**config.mk**
```make
export PLATFORM = sky130hd
export DESIGN_NAME = uart_rx_16x
export DESIGN_NICKNAME = d
export VERILOG_FILES = /design/src/rtl/uart_rx_16x.sv
export SDC_FILE = /design/constraint.sdc
export NUM_CORES = 1
export LEC_CHECK = 0
export BUFFER_PORTS_ARGS = -buffer_cell sky130_fd_sc_hd__buf_2
export CORE_MARGIN = 2
export CORE_UTILIZATION = 45
export CTS_CLUSTER_DIAMETER = 60
export DETAILED_ROUTE_END_ITERATION = 7
export GPL_TIMING_DRIVEN = 0
export HOLD_SLACK_MARGIN = 0.12
export PLACE_DENSITY_LB_ADDON = 0.15
export REMOVE_ABC_BUFFERS = 1
export SETUP_SLACK_MARGIN = 0.1
export SYNTH_ARGS = -nofsm -noshare
export SYNTH_HDL_FRONTEND = slang
export SYNTH_SLANG_ARGS = --single-unit
```
**constraint.sdc**
```tcl
create_clock -name clk -period 1.8 [get_ports clk]
set_input_delay 0.36 -clock clk [delete_from_list [all_inputs] [get_ports clk]]
set_output_delay 0.36 -clock clk [all_outputs]
set_load 0.05 [all_outputs]
```
**src/rtl/uart_rx_16x.sv**
```systemverilog
// UART receiver with 16x oversampling, mid-bit sampling and a one-deep
// output holding register. Unconsumed bytes are never overwritten.
// Ports:
//   clk       : clock, all state changes on its rising edge
//   reset     : synchronous active-high reset
//   tick      : one-clk enable at 16x the baud rate
//   rxd       : asynchronous serial input, idle high
//   rx_data   : last accepted data word, LSB-aligned
//   rx_valid  : rx_data holds an unconsumed word
//   rx_ready  : consumer takes rx_data when rx_valid && rx_ready
//   frame_err : one-clk pulse when a stop bit samples low
//   overrun   : sticky, a completed word was dropped
//   busy      : receiver is inside a frame (not IDLE)
module uart_rx_16x #(
  parameter int DATA_BITS = 8
) (
  input  logic                 clk,
  input  logic                 reset,
  input  logic                 tick,
  input  logic                 rxd,
  output logic [DATA_BITS-1:0] rx_data,
  output logic                 rx_valid,
  input  logic                 rx_ready,
  output logic                 frame_err,
  output logic                 overrun,
  output logic                 busy
);

  typedef enum logic [1:0] {
    IDLE,
    START,
    DATA,
    STOP
  } state_t;

  localparam logic [2:0] LAST_BIT = 3'(DATA_BITS - 1);

  state_t               r_state;
  logic                 r_sync1;
  logic                 r_sync2;
  logic [3:0]           r_cnt;
  logic [2:0]           r_bits;
  logic [DATA_BITS-1:0] r_shift;
  logic [DATA_BITS-1:0] r_data;
  logic                 r_valid;
  logic                 r_ferr;
  logic                 r_ovr;

  logic w_accept;
  logic w_take;

  // Good stop bit sampled at its midpoint completes a frame.
  assign w_accept = tick && (r_state == STOP) &&
                    (r_cnt == 4'd15) && r_sync2;
  assign w_take   = r_valid && rx_ready;

  always_ff @(posedge clk) begin
    if (reset) begin
      r_sync1 <= 1'b1;
      r_sync2 <= 1'b1;
    end else begin
      r_sync1 <= rxd;
      r_sync2 <= r_sync1;
    end
  end

  // Start bit is checked at count 7 (its middle); data and stop bits
  // are then sampled every 16 ticks, i.e. at their middles too.
  always_ff @(posedge clk) begin
    if (reset) begin
      r_state <= IDLE;
      r_cnt   <= 4'd0;
      r_bits  <= 3'd0;
      r_shift <= '0;
      r_ferr  <= 1'b0;
    end else begin
      r_ferr <= 1'b0;
      if (tick) begin
        unique case (r_state)
          IDLE: begin
            if (!r_sync2) begin
              r_state <= START;
              r_cnt   <= 4'd0;
            end
          end
          START: begin
            if (r_cnt == 4'd7) begin
              if (!r_sync2) begin
                r_state <= DATA;
                r_cnt   <= 4'd0;
                r_bits  <= 3'd0;
              end else begin
                r_state <= IDLE;
              end
            end else begin
              r_cnt <= r_cnt + 4'd1;
            end
          end
          DATA: begin
            r_cnt <= r_cnt + 4'd1;
            if (r_cnt == 4'd15) begin
              // LSB arrives first, so shift right from the top.
              r_shift <= {r_sync2, r_shift[DATA_BITS-1:1]};
              if (r_bits == LAST_BIT) begin
                r_state <= STOP;
                r_cnt   <= 4'd0;
              end else begin
                r_bits <= r_bits + 3'd1;
              end
            end
          end
          STOP: begin
            r_cnt <= r_cnt + 4'd1;
            if (r_cnt == 4'd15) begin
              r_state <= IDLE;
              if (!r_sync2) begin
                r_ferr <= 1'b1;
              end
            end
          end
          default: r_state <= IDLE;
        endcase
      end
    end
  end

  // Holding register: a new word may replace the old one only in the
  // same clk that the old one is consumed.
  always_ff @(posedge clk) begin
    if (reset) begin
      r_data  <= '0;
      r_valid <= 1'b0;
      r_ovr   <= 1'b0;
    end else if (w_accept && (!r_valid || rx_ready)) begin
      r_data  <= r_shift;
      r_valid <= 1'b1;
    end else begin
      if (w_accept) begin
        r_ovr <= 1'b1;
      end
      if (w_take) begin
        r_valid <= 1'b0;
      end
    end
  end

  assign rx_data   = r_data;
  assign rx_valid  = r_valid;
  assign frame_err = r_ferr;
  assign overrun   = r_ovr;
  assign busy      = (r_state != IDLE);

endmodule
```
After elaboration in Yosys (flattened, before gate mapping)
Index checks and enable logic that the tools add are counted.
{"block": "op_classes", "mux": 20, "n_reduce_logical": 16, "n_bitwise": 4, "n_eq_ne": 13, "n_shift": 0, "addsub": 2, "n_lt_le_gt_ge": 0, "div": 0, "multipliers": 0}
{"op": "$mux 4", "count": 4}
{"op": "$pmux 4 s4", "count": 1}
{"op": "$mux 2", "count": 6}
{"op": "$mux 3", "count": 4}
{"op": "$ne 2x2->1 const B", "count": 6}
{"op": "$reduce_and 6->1", "count": 2}
{"op": "$pmux 2 s4", "count": 1}
{"op": "$pmux 3 s2", "count": 1}
{"op": "$reduce_bool 2->1", "count": 3}
{"op": "$logic_and 1x1->1", "count": 5}
{"op": "$add 4x1->4 const B", "count": 1}
{"op": "$eq 2x2->1 const B", "count": 2}
{"op": "$eq 4x3->1 const B", "count": 1}
{"op": "$eq 4x4->1 const B", "count": 1}
{"op": "$not 1->1", "count": 4}
{"op": "$reduce_or 4->1", "count": 1}
{"op": "$add 3x1->3 const B", "count": 1}
{"op": "$eq 3x3->1 const B", "count": 1}
{"op": "$mux 1", "count": 3}
{"op": "$reduce_and 3->1", "count": 1}
{"op": "$eq 2x1->1 const B", "count": 1}
{"op": "$logic_not 2->1", "count": 1}
{"op": "$ne 2x1->1 const B", "count": 1}
{"op": "$reduce_and 2->1", "count": 1}
{"op": "2 further kinds", "count": 2}
{"block": "totals", "rom_bits": 0, "latch_bits": 0, "word_cells": 65, "input_bits": 5, "reg_bits": 30, "output_inout_bits": 12, "n_memories": 0, "ram_bits": 0}

Depth between registers and ports, before layout
{"block": "depth", "depth_word": 7, "ltp_mapped": 6, "ltp_nobuf": 6}

Worst setup path before layout
No wires, ideal clock.
{"block": "synth_path", "path_type": "reg-to-reg", "from": "register r_cnt[0]", "to": "register r_data[7] (netlist: rx_data[7])", "path_buffers": 0, "setup_slack_ps": 202, "path_stages_with_launch": 6, "arrival_time_ps": 1470, "t_required_ps": 1672, "cell_sequence": "dfxtp_1 > ha_1 > nand4_4 > nor3_4 > mux2i_1 > nor2_1"}
{"block": "synth_via", "elab_chain_len": 4}
{"element": "start: declaration", "line_no": "41", "source": "logic [3:0] r_cnt;"}
{"element": "start signal: assignment", "line_no": "96", "source": "r_cnt <= r_cnt + 4'd1;"}
{"element": "start signal: assignment", "line_no": "100", "source": "r_cnt <= r_cnt + 4'd1;"}
{"element": "start signal: assignment", "line_no": "113", "source": "r_cnt <= r_cnt + 4'd1;"}
{"element": "$eq 4x4->1", "line_no": "54", "source": "(r_cnt == 4'd15) && r_sync2;"}
{"element": "$logic_and 1x1->1", "line_no": "53", "source": "assign w_accept = tick && (r_state == STOP) &&"}
{"element": "$logic_and 1x1->1", "line_no": "54"}
{"element": "$logic_and 1x1->1", "line_no": "134", "source": "end else if (w_accept && (!r_valid || rx_ready)) begin"}
{"element": "end signal: assignment", "line_no": "135", "source": "r_data <= r_shift;"}
{"element": "end: declaration", "line_no": "44", "source": "logic [DATA_BITS-1:0] r_data;"}
No other way between the ends.
A chain may end at the register's enable or synchronous reset.

Final worst setup path
{"block": "layout_path", "from": "register r_bits[0]", "to": "register r_bits[0]"}
{"block": "layout_via", "elab_chain_len": 4, "word_cells_on_any_way": 7, "cone_classes": "1 x add/sub; 2 x eq/ne; 3 x mux; 1 x reduce/logical"}
{"element": "start: declaration", "line_no": "42", "source": "logic [2:0] r_bits;"}
{"element": "start signal: assignment", "line_no": "108", "source": "r_bits <= r_bits + 3'd1;"}
{"element": "$add 3x1->3", "line_no": "108"}
{"element": "$mux 3", "line_no": "104", "source": "if (r_bits == LAST_BIT) begin"}
{"element": "$mux 3", "line_no": "101", "source": "if (r_cnt == 4'd15) begin"}
{"element": "$pmux 3 s2", "line_no": "79", "source": "unique case (r_state)"}
Several ways; a longest one is shown, not always the timed one. The select of a mux whose other input is x is not followed.

==> reports/metrics.csv <==
stage;metric;value;unit
yosys;number of synthesized register bits;30;
yosys;Syn Area/Cell;9.40;um^2
layout;fraction of layout cells with a size suffix above 1;24.1;%
die;Die Y;58.1;um
sta;min Tclk post-route;1.64;ns
status;status;finished clean;
setup_path;CP max FO;3;
setup_path;critical path class;register to register;
yosys;top post-synthesis cells by area;dfxtp_1, mux2i_1, nor2_1;
global_routing;initial antenna violation count;0;
yosys;Post-Syn Area;1320;um^2
sta;endpoints failing setup;0;
clocking;# hold bufs at CTS;0;
min_path;hold path cells;2;
die;Die ar.;3370;um^2
sta;unrepaired setup endpoints after global routing;yes;
setup_path;R2R depth;5;
power_and_ir_drop;peak supply drop;0.578;mV
sta;worst slew pin tran;0.558;ns
sta;Achievable Freq;610;MHz
global_routing;vias in the first global route;997;
setup_path;Startpoint Class;register;
setup_path;worst reg2reg startpoint;r_bits[0]$_SDFFE_PP0P_;
yosys;post-synthesis sequential area ratio;45.6;%
yosys;Synth Warn #;0;
route;DR vias/cell;5.34;
power_and_ir_drop;Leak;0.000587;uW
global_routing;GRT overflow;0;
run;MaxCap Viol Count;0;
sta;final-report hold violation count;0;
yosys;Main synth FF type;dfxtp_1;
global_routing;first-pass GRT wire length;4200;um
sta;clock skew;0.00568;ns
yosys;Gate Count Post-Synth;140;
die;Initial Util;47.7;%
clocking;htree depth;2;
sta;fin crit share;91.1;%
clocking;worst skew pair latency;0.33;ns
sta;max-slew violations;0;
setup_path;Critical Path End Type;register;
min_path;Hold Startpoint;rxd;
clocking;CTS max path bufs;2;
clocking;root cell of the clock tree;clkbuf_4;
sta;setup TNS;0;ns
yosys;Async SR Flop Fraction;0;%
clocking;# clock sinks;30;
global_routing;Tot GR Track Use;16.7;%
yosys;Cell variety after synth;34;
place;gpl congestion;0.771;
sta;Rel. slew slack;62.8;%
die;I/O pins;17;
place;port buffer count;16;
min_path;hold path endpoint;r_sync1$_SDFF_PP1_;
setup_path;RR Endpoint;r_bits[0]$_SDFFE_PP0P_;
route;final WL;2410;um
layout;fin nets;165;
clocking;TritonCTS Buffers;5;
layout;Area growth, synth to finish;14.8;%
power_and_ir_drop;Power per Cell Area;748;nW/um^2
die;Row Count;19;
route;Initial DRC Count;32;
setup_path;Worst R2R Setup Slack;0.16;ns
yosys;post-synth top area share;45.6;%
route;post-route antenna net violation count;0;
route;WL/cell;12.8;um
layout;diode count;0;
yosys;leading area contributor after synthesis;dfxtp_1;
clocking;clock-pin slew on the worst setup and hold paths;0.09;ns
route;via count;1010;
die;Die X;58.1;um
clocking;CTS tree;done;
min_path;worst hold path class;input pin to register;
route;DRC viols;0;
yosys;EDFF count, synth;0;
place;HPWL Detailed;1600;um
route;TritonRoute pass-1 iters;4;
setup_path;crit path DAT;1.86;ns
setup_path;Critical Path RT;2.02;ns
die;core box area;2760;um^2
global_routing;largest net degree at the start of global routing;34;
sta;final hold slack;0.209;ns
==> how the worst max path moves through the flow <==
stage	startpoint	to	slack [ns]
after floorplan	r_cnt[0]$_SDFFE_PP0P_	rx_data[0]$_SDFFE_PP0P_	0.21
after global placement	r_cnt[0]$_SDFFE_PP0P_	rx_data[6]$_SDFFE_PP0P_	-0.03
after detailed placement	r_cnt[0]$_SDFFE_PP0P_	rx_data[3]$_SDFFE_PP0P_	-0.05
after CTS	register	r_bits[0]$_SDFFE_PP0P_	0.11
after global routing	r_bits[0]$_SDFFE_PP0P_	r_bits[0]$_SDFFE_PP0P_	0.1
final	r_bits[0]$_SDFFE_PP0P_	r_bits[0]$_SDFFE_PP0P_	0.16
==> synthesized netlist by cell type (2+ instances only) <==
| master | n |
|---|---|
| nor3_1 | 2 |
| dfxtp_1 | 30 |
| nor2_1 | 26 |
| ha_1 | 3 |
| mux2i_1 | 19 |
| a21oi_1 | 5 |
| or2_2 | 3 |
| nand2b_1 | 4 |
| clkbuf_1 | 2 |
| buf_2 | 4 |
| nand2_1 | 7 |
| nand3_1 | 3 |
| o21ai_0 | 6 |
| inv_1 | 4 |
| nor2b_1 | 3 |
==> cells in the final DEF, fill, tap and decap left out, types with 2 or more instances in the layout <==
master,netlist,routed
buf_2,4,16
nand2_1,7,7
o21ai_0,6,6
nand3_1,3,3
nor2b_1,3,3
nor2_1,26,26
clkbuf_4,0,5
mux2i_1,19,19
a21oi_1,5,5
dfxtp_2,0,2
nand2b_1,4,3
inv_1,4,4
or2_2,3,3
nor3_1,2,2
ha_1,3,2
dfxtp_1,30,28
==> worst max-delay path, cell delays in order (launching register included) <==
cell	delay (ns)
dfxtp_1	0.33
ha_1	0.20
ha_1	0.22
nor4b_2	0.33
o21ai_2	0.13
mux2_1	0.33
==> sequential cells by signal, summed over array words and instances, names as in the netlist, named ones only <==
signal / flops
frame_err: 1
r_cnt: 4
r_shift: 8
rx_data: 8
r_bits: 3
rx_valid: 1
r_sync2: 1
r_sync1: 1
overrun: 1
r_state: 1
==> metal layers <==
layer  track usage (%)  routed length, um  vias up
met5                 0                  0        -
met4              11.0                 65        0
met3              4.69                 79        8
met2              27.4               1160       16
met1              18.8               1110      473
li1                  -                  -      513
==> final cells by class <==
cell class,instances,area (um^2)
clock buffer,7,55.1
multi-input combinational,99,694
inverter,4,15.0
fill,256,1250
timing repair buffer,17,100
tap,31,38.8
sequential,30,603
clock inverter,1,5.00
==> per-stage QoR <==
stage / util (%) / cells / worst slack (ns) / power, uW / area (um^2)
detailed placement: 50.9 / 180 / -0.0463 / 727 / 1400
floorplan: - / 133 / 0.214 / 705 / 1280
CTS: 53.9 / 189 / 0.108 / 1140 / 1490
global route: 54.8 / 189 / 0.0997 / 1180 / 1510
global placement: 50.9 / 180 / -0.0343 / 726 / 1400
finish: 54.8 / 189 / 0.160 / 1130 / 1510
==> where the power goes <==
part	internal, uW	switching, uW
logic	13.3	28.1
registers	667	4.98
clock network	189	228
==> kinds of logic after synthesis <==
kind of cell	count (synthesis)	synth area share, %
AND/OR/NAND/NOR	56	23.1
flip-flops	30	45.6
multiplexers	21	16.2
AO/OA/AOI/OAI	18	8.08
buffers and inverters	11	3.52
adder cells (fa/ha/maj)	3	2.85
XOR/XNOR	1	0.666
==> what timing repair did <==
item / in CTS / in global routing
pin swaps: 1 / 0
endpoints found under the setup margin: 9 / 2
resized for setup: 1 / 6
buffers inserted: 1 / 0
Note: power is estimated with default switching activity, not from simulation.
